File: src/rtl/adc_sched_pkg.sv
// rtl/adc_sched_pkg.sv - shared state encoding and trigger-word layout for the ADC sample scheduler
package adc_sched_pkg;

   typedef enum logic [2:0] {
      IDLE = 3'd0,
      TRIG = 3'd1,
      CONV = 3'd2,
      CAPT = 3'd3,
      HOLD = 3'd4
   } state_e;

   localparam int TRIG_START_BIT = 0;
   localparam int TRIG_ID_LSB    = 8;
   localparam int TRIG_ID_W      = 8;

   function automatic int unsigned rr_next(input int unsigned idx, input int unsigned n);
      return (idx + 1 >= n) ? 0 : idx + 1;
   endfunction

endpackage

File: src/rtl/adc_rr_arbiter.sv
// rtl/adc_rr_arbiter.sv - round-robin arbiter; scan starts at ptr_i and wraps at NUM_REQ
module adc_rr_arbiter #(
   parameter int NUM_REQ = 4,
   parameter int IDX_W   = $clog2(NUM_REQ)
) (
   input  logic [NUM_REQ-1:0] req_i,
   input  logic [IDX_W-1:0]   ptr_i,
   input  logic               en_i,
   output logic [NUM_REQ-1:0] gnt_o,
   output logic [IDX_W-1:0]   idx_o,
   output logic               any_o
);

   logic [IDX_W-1:0] cand;
   logic             found;

   always_comb begin
      gnt_o = '0;
      idx_o = '0;
      found = 1'b0;
      cand  = '0;
      for (int k = 0; k < NUM_REQ; k++) begin
         cand = IDX_W'((int'(ptr_i) + k) % NUM_REQ);
         if (en_i && !found && req_i[cand]) begin
            gnt_o[cand] = 1'b1;
            idx_o       = cand;
            found       = 1'b1;
         end
      end
   end

   assign any_o = found;

endmodule

File: src/rtl/adc_sample_scheduler.sv
// rtl/adc_sample_scheduler.sv - arbitrates ADC sample requests, triggers, waits CONV_CYCLES, returns result
// Optional periodic internal requester enabled by ADC_SCHED_PERIODIC_EN.
module adc_sample_scheduler
   import adc_sched_pkg::*;
#(
   parameter int DATA_WIDTH   = 32,
   parameter int NUM_REQ      = 4,
   parameter int CONV_CYCLES  = 4
`ifdef ADC_SCHED_PERIODIC_EN
   , parameter int PERIOD_WIDTH = 16
`endif
) (
   input  logic                  clk,
   input  logic                  reset,
   input  logic [NUM_REQ-1:0]    req_valid,
   output logic [NUM_REQ-1:0]    req_ready,
   output logic [DATA_WIDTH-1:0] adc_trigger,
   input  logic [DATA_WIDTH-1:0] adc_measurement,
   output logic                  res_valid,
   input  logic                  res_ready,
   output logic [DATA_WIDTH-1:0] res_data,
   output logic [7:0]            res_id,
   output logic                  busy
`ifdef ADC_SCHED_PERIODIC_EN
   , input  logic [PERIOD_WIDTH-1:0] period,
   output logic [7:0]            overrun_cnt
`endif
);

   localparam int IDX_W = $clog2(NUM_REQ);
   localparam int CNT_W = (CONV_CYCLES > 1) ? $clog2(CONV_CYCLES) : 1;
   localparam logic [CNT_W-1:0] CNT_LOAD = CNT_W'(CONV_CYCLES - 1);

   state_e           state_q, state_d;
   logic [IDX_W-1:0] rr_q;
   logic [7:0]       id_q;
   logic [CNT_W-1:0] cnt_q;

   logic [NUM_REQ-1:0] arb_gnt;
   logic [IDX_W-1:0]   arb_idx;
   logic               arb_any;
   logic               int_req;
   logic               start;

`ifdef ADC_SCHED_PERIODIC_EN
   logic [PERIOD_WIDTH-1:0] timer_q;
   logic                    pend_q;
   logic [7:0]              ovr_q;
   logic                    wrap;
   logic                    int_grant;

   assign wrap      = (period != '0) && (timer_q >= period - 1'b1);
   assign int_grant = (state_q == IDLE) && pend_q;
   assign int_req   = pend_q;

   always_ff @(posedge clk or negedge reset) begin
      if (!reset) begin
         timer_q <= '0;
         pend_q  <= 1'b0;
         ovr_q   <= '0;
      end else begin
         if (period == '0 || wrap) timer_q <= '0;
         else                      timer_q <= timer_q + 1'b1;
         pend_q <= wrap | (pend_q & ~int_grant);
         // A wrap that lands while the previous tick is still unserved is lost.
         if (wrap && pend_q && !int_grant && ovr_q != 8'hFF) ovr_q <= ovr_q + 1'b1;
      end
   end

   assign overrun_cnt = ovr_q;
`else
   assign int_req = 1'b0;
`endif

   adc_rr_arbiter #(
      .NUM_REQ (NUM_REQ),
      .IDX_W   (IDX_W)
   ) u_arb (
      .req_i (req_valid),
      .ptr_i (rr_q),
      .en_i  ((state_q == IDLE) && !int_req),
      .gnt_o (arb_gnt),
      .idx_o (arb_idx),
      .any_o (arb_any)
   );

   assign start = (state_q == IDLE) && (int_req || arb_any);

   always_ff @(posedge clk or negedge reset) begin
      if (!reset) state_q <= IDLE;
      else        state_q <= state_d;
   end

   always_comb begin
      state_d = state_q;
      case (state_q)
         IDLE: if (start) state_d = TRIG;
         TRIG: state_d = CONV;
         CONV: if (cnt_q == '0) state_d = CAPT;
         CAPT: state_d = HOLD;
         HOLD: if (res_ready) state_d = IDLE;
         default: state_d = IDLE;
      endcase
   end

   always_comb begin
      adc_trigger = '0;
      if (state_q == TRIG) begin
         adc_trigger[TRIG_START_BIT]             = 1'b1;
         adc_trigger[TRIG_ID_LSB +: TRIG_ID_W]   = id_q;
      end
      busy      = (state_q != IDLE);
      // Grant is combinational, so it must also be masked while reset is held.
      req_ready = arb_gnt & {NUM_REQ{reset}};
   end

   always_ff @(posedge clk or negedge reset) begin
      if (!reset) begin
         rr_q      <= '0;
         id_q      <= '0;
         cnt_q     <= '0;
         res_valid <= 1'b0;
         res_data  <= '0;
         res_id    <= '0;
      end else begin
         case (state_q)
            IDLE: begin
               if (int_req) begin
                  id_q <= 8'(NUM_REQ);
               end else if (arb_any) begin
                  id_q <= 8'(arb_idx);
                  rr_q <= IDX_W'(rr_next(32'(arb_idx), NUM_REQ));
               end
            end
            TRIG: cnt_q <= CNT_LOAD;
            CONV: if (cnt_q != '0) cnt_q <= cnt_q - 1'b1;
            CAPT: begin
               res_data  <= adc_measurement;
               res_id    <= id_q;
               res_valid <= 1'b1;
            end
            HOLD: if (res_ready) res_valid <= 1'b0;
            default: ;
         endcase
      end
   end

endmodule
File: config.mk
export PLATFORM = sky130hd
export DESIGN_NAME = adc_sample_scheduler
export DESIGN_NICKNAME = d
export VERILOG_FILES = /design/src/rtl/adc_sched_pkg.sv /design/src/rtl/adc_rr_arbiter.sv /design/src/rtl/adc_sample_scheduler.sv
export SDC_FILE = /design/constraint.sdc
export NUM_CORES = 1
export LEC_CHECK = 0
export ABC_AREA = 1
export CAP_MARGIN = 20
export CORE_MARGIN = 2
export CORE_UTILIZATION = 42
export DETAILED_ROUTE_END_ITERATION = 8
export PLACE_DENSITY = 0.81
export SLEW_MARGIN = 15
export SYNTH_ARGS = -nofsm -noshare
export SYNTH_HDL_FRONTEND = slang
export SYNTH_SLANG_ARGS = --single-unit
File: constraint.sdc
create_clock -name clk -period 2.2 [get_ports clk]
set_input_delay 0.22 -clock clk [delete_from_list [all_inputs] [get_ports clk]]
set_output_delay 0.22 -clock clk [all_outputs]
set_load 0.02 [all_outputs]
==> reports/summary.txt <==
status - completed
IR drop worst, VDD - 0.997 mV
Global Route Usage Sum - 0.162
WS Path Type - register to output port
Max Buffers Root-to-Sink - 2
Core Rows - 28
TNS Setup - 0 ns
asr flop ratio synth - 1.00
Slew HR - 0.641
Hold-fix buffers, CTS - 0
R2R cell count - 16
Hold Slack - 0.00582 ns
Least-Margin Pin Slew - 0.539 ns
Tot Pwr - 5.89 mW
total core area - 5890 sq um
prevailing post-synth register cell - dfrtp_1
Starting Density - 0.433
RSZ-0062 raised after global routing - yes
Max FO, Critical Path - 9
WL final - 5580 um
power per cell area - 1600 nW/um^2
first-pass GRT wire length - 8480 um
Yosys reg bits - 44
worst-case clock skew - 0.00513 ns
Final ANT Viol Nets - 0
period utilization - 0.985
FF-to-FF End - rr_q[1]
required time worst endpoint - 1.98 ns
Clk Latency, worst-skew pair - 0.29 ns
n_diodes - 0
antenna violations before repair - 0
Post-synth EDFFs - 0
syn avg cell area - 9.99 sq um
vias per inst - 4.65
Via Count - 2035
Die ar. - 6710 sq um
I/O pin count - 117
crit path DAT - 1.95 ns
Mapped Cells - 255
post-synthesis cell area - 2550 sq um
Hold WC Path Type - input pin to asynchronous set/reset pin
drt wl/cell - 12.7 um
layout net count - 410
die height - 81.9 um
Fmax - 0.461 GHz
Num CTS Buffers - 5
Overflow after GRT - 0
HPWL after DPL - 4170 um
Period minus WS final - 2.17 ns
Chip Width - 81.9 um
fill count - 477
LEAKAGE - 1.73 nW
Ys Warns - 0
CP startpoint kind - register
final setup violation count - 0
RePlAce Congestion - 0.864
post-synth cell types - 28
CTS Sinks - 44
CTS tree - yes
clk slew on worst S/H paths - 0.08 ns
port bufs - 81
r2r setup slk - 0.16 ns
final hold violation count - 0
H-tree levels - 2
share of layout cells above drive strength 1 - 0.300
root buf cell - clkbuf_8
vias in the first global route - 1873
largest net degree at the start of global routing - 45
drt pass-1 iters - 4
Max Cap Viol - 0
DRC viols - 0
sequential fraction of the synthesis area - 0.432
Area Growth Syn to Fin - 44.2%
CP endpoint kind - output port
Slew Limit Fails - 0
Starting DRT DRC Count - 50
## kinds of logic after synthesis
logic type,after synthesis,share of synthesized area
AO/OA/AOI/OAI,11,0.0290
adder cells (fa/ha/maj),9,0.0442
buffers and inverters,64,0.153
flip-flops,44,0.432
multiplexers,32,0.141
other,1,0.00147
AND/OR/NAND/NOR,94,0.199
## synth_stat cells, types with 2 or more instances
cell,number,share of area
nand2_1,50,0.074
nor2_2,2,0.0049
buf_4,35,0.10
nand4_1,2,0.0049
ha_1,9,0.044
mux2_2,32,0.14
inv_1,19,0.028
buf_2,4,0.0079
nand3_2,5,0.020
inv_2,4,0.0059
dfrtp_1,44,0.43
nand2_4,2,0.0088
nor3_1,2,0.0039
nor2_1,7,0.010
nand3_1,13,0.026
nand2_2,5,0.012
o21ai_0,4,0.0079
a41oi_1,4,0.014
nor2_8,2,0.016
nor2_4,2,0.0088
## layout make-up
cell class,count,area (sq um),area share
multi-input cells,181,1260,0.344
well taps,75,93.8,0.0255
flip-flops and latches,44,1100,0.300
repair buffers,106,1000,0.273
clock buffers,5,68.8,0.0187
clock inverters,3,46.3,0.0126
inverters,24,95.1,0.0259
## worst max-delay path by stage
stage              from            to  slack, ns  cells past startpoint
2_1_floorplan   rr_q[1]  req_ready[0]       0.12                      9
3_3_place_gp   register  req_ready[2]      -0.22                     10
3_5_place_dp   register  req_ready[3]      -0.30                     10
4_1_cts        register  req_ready[3]     -0.001                      9
5_1_grt        register  req_ready[1]      -0.08                     10
6_report       register  req_ready[3]       0.03                     10
## stage by stage
| stage | setup WS [ns] | utilization | std cells | cell area [sq um] |
|---|---|---|---|---|
| 5_1_grt | -0.0787 | 0.624 | 438 | 3670 |
| 3_3_place_gp | -0.219 | 0.589 | 423 | 3460 |
| 6_report | 0.0322 | 0.624 | 438 | 3670 |
| 2_1_floorplan | 0.117 | - | 289 | 2710 |
| 4_1_cts | -0.00123 | 0.617 | 436 | 3630 |
| 3_5_place_dp | -0.299 | 0.589 | 423 | 3460 |
## what timing repair did
action	4_1_cts	5_1_grt
hold endpoints to repair	0	0
resized for setup	29	8
setup endpoints to repair	6	4
pin swaps	6	3
buffers inserted	5	2
## sequential cells by signal, summed over array words and instances, names as in the netlist, named ones only
| name | flops |
|---|---|
| rr_q | 1 |
| id_q | 2 |
| res_data | 32 |
| res_id | 2 |
| cnt_q | 2 |
| res_valid | 1 |
| state_q | 3 |
## cells in the final DEF, fill, tap and decap left out, drive strengths merged, types with 4 or more instances in the layout
| cell type | netlist | routed |
|---|---|---|
| clkdlybuf4s50 | 0 | 74 |
| nand2 | 57 | 57 |
| dfrtp | 44 | 44 |
| conb | 1 | 35 |
| mux2 | 32 | 32 |
| buf | 40 | 30 |
| inv | 24 | 25 |
| nand3 | 18 | 18 |
| nor2 | 13 | 13 |
| ha | 9 | 9 |
| clkbuf | 0 | 5 |
| a41oi | 4 | 4 |
| o21ai | 4 | 4 |
## report_power, final
group / internal (mW) / total, mW / switching, mW
clock: 0.342 / 0.619 / 0.277
combinational: 1.82 / 3.82 / 2.01
sequential: 1.23 / 1.45 / 0.219
total: 3.39 / 5.89 / 2.50
## metal layers
layer	global-route usage	routed length, um	vias up
met5	0	0	-
met4	0.0617	116	0
met3	0.0308	425	12
met2	0.285	2870	88
met1	0.195	2170	962
li1	-	-	973
## worst max-delay path, stage by stage (launching register included)
cell     delay, ns
dfrtp_2       0.44
inv_6         0.07
buf_8         0.13
nand2_2       0.08
nand3_2       0.08
nand2_4       0.09
buf_4         0.15
nor2_4        0.17
nand2_1       0.09
a41oi_2       0.17
buf_4         0.17
Power figures use the tool's default switching activity.
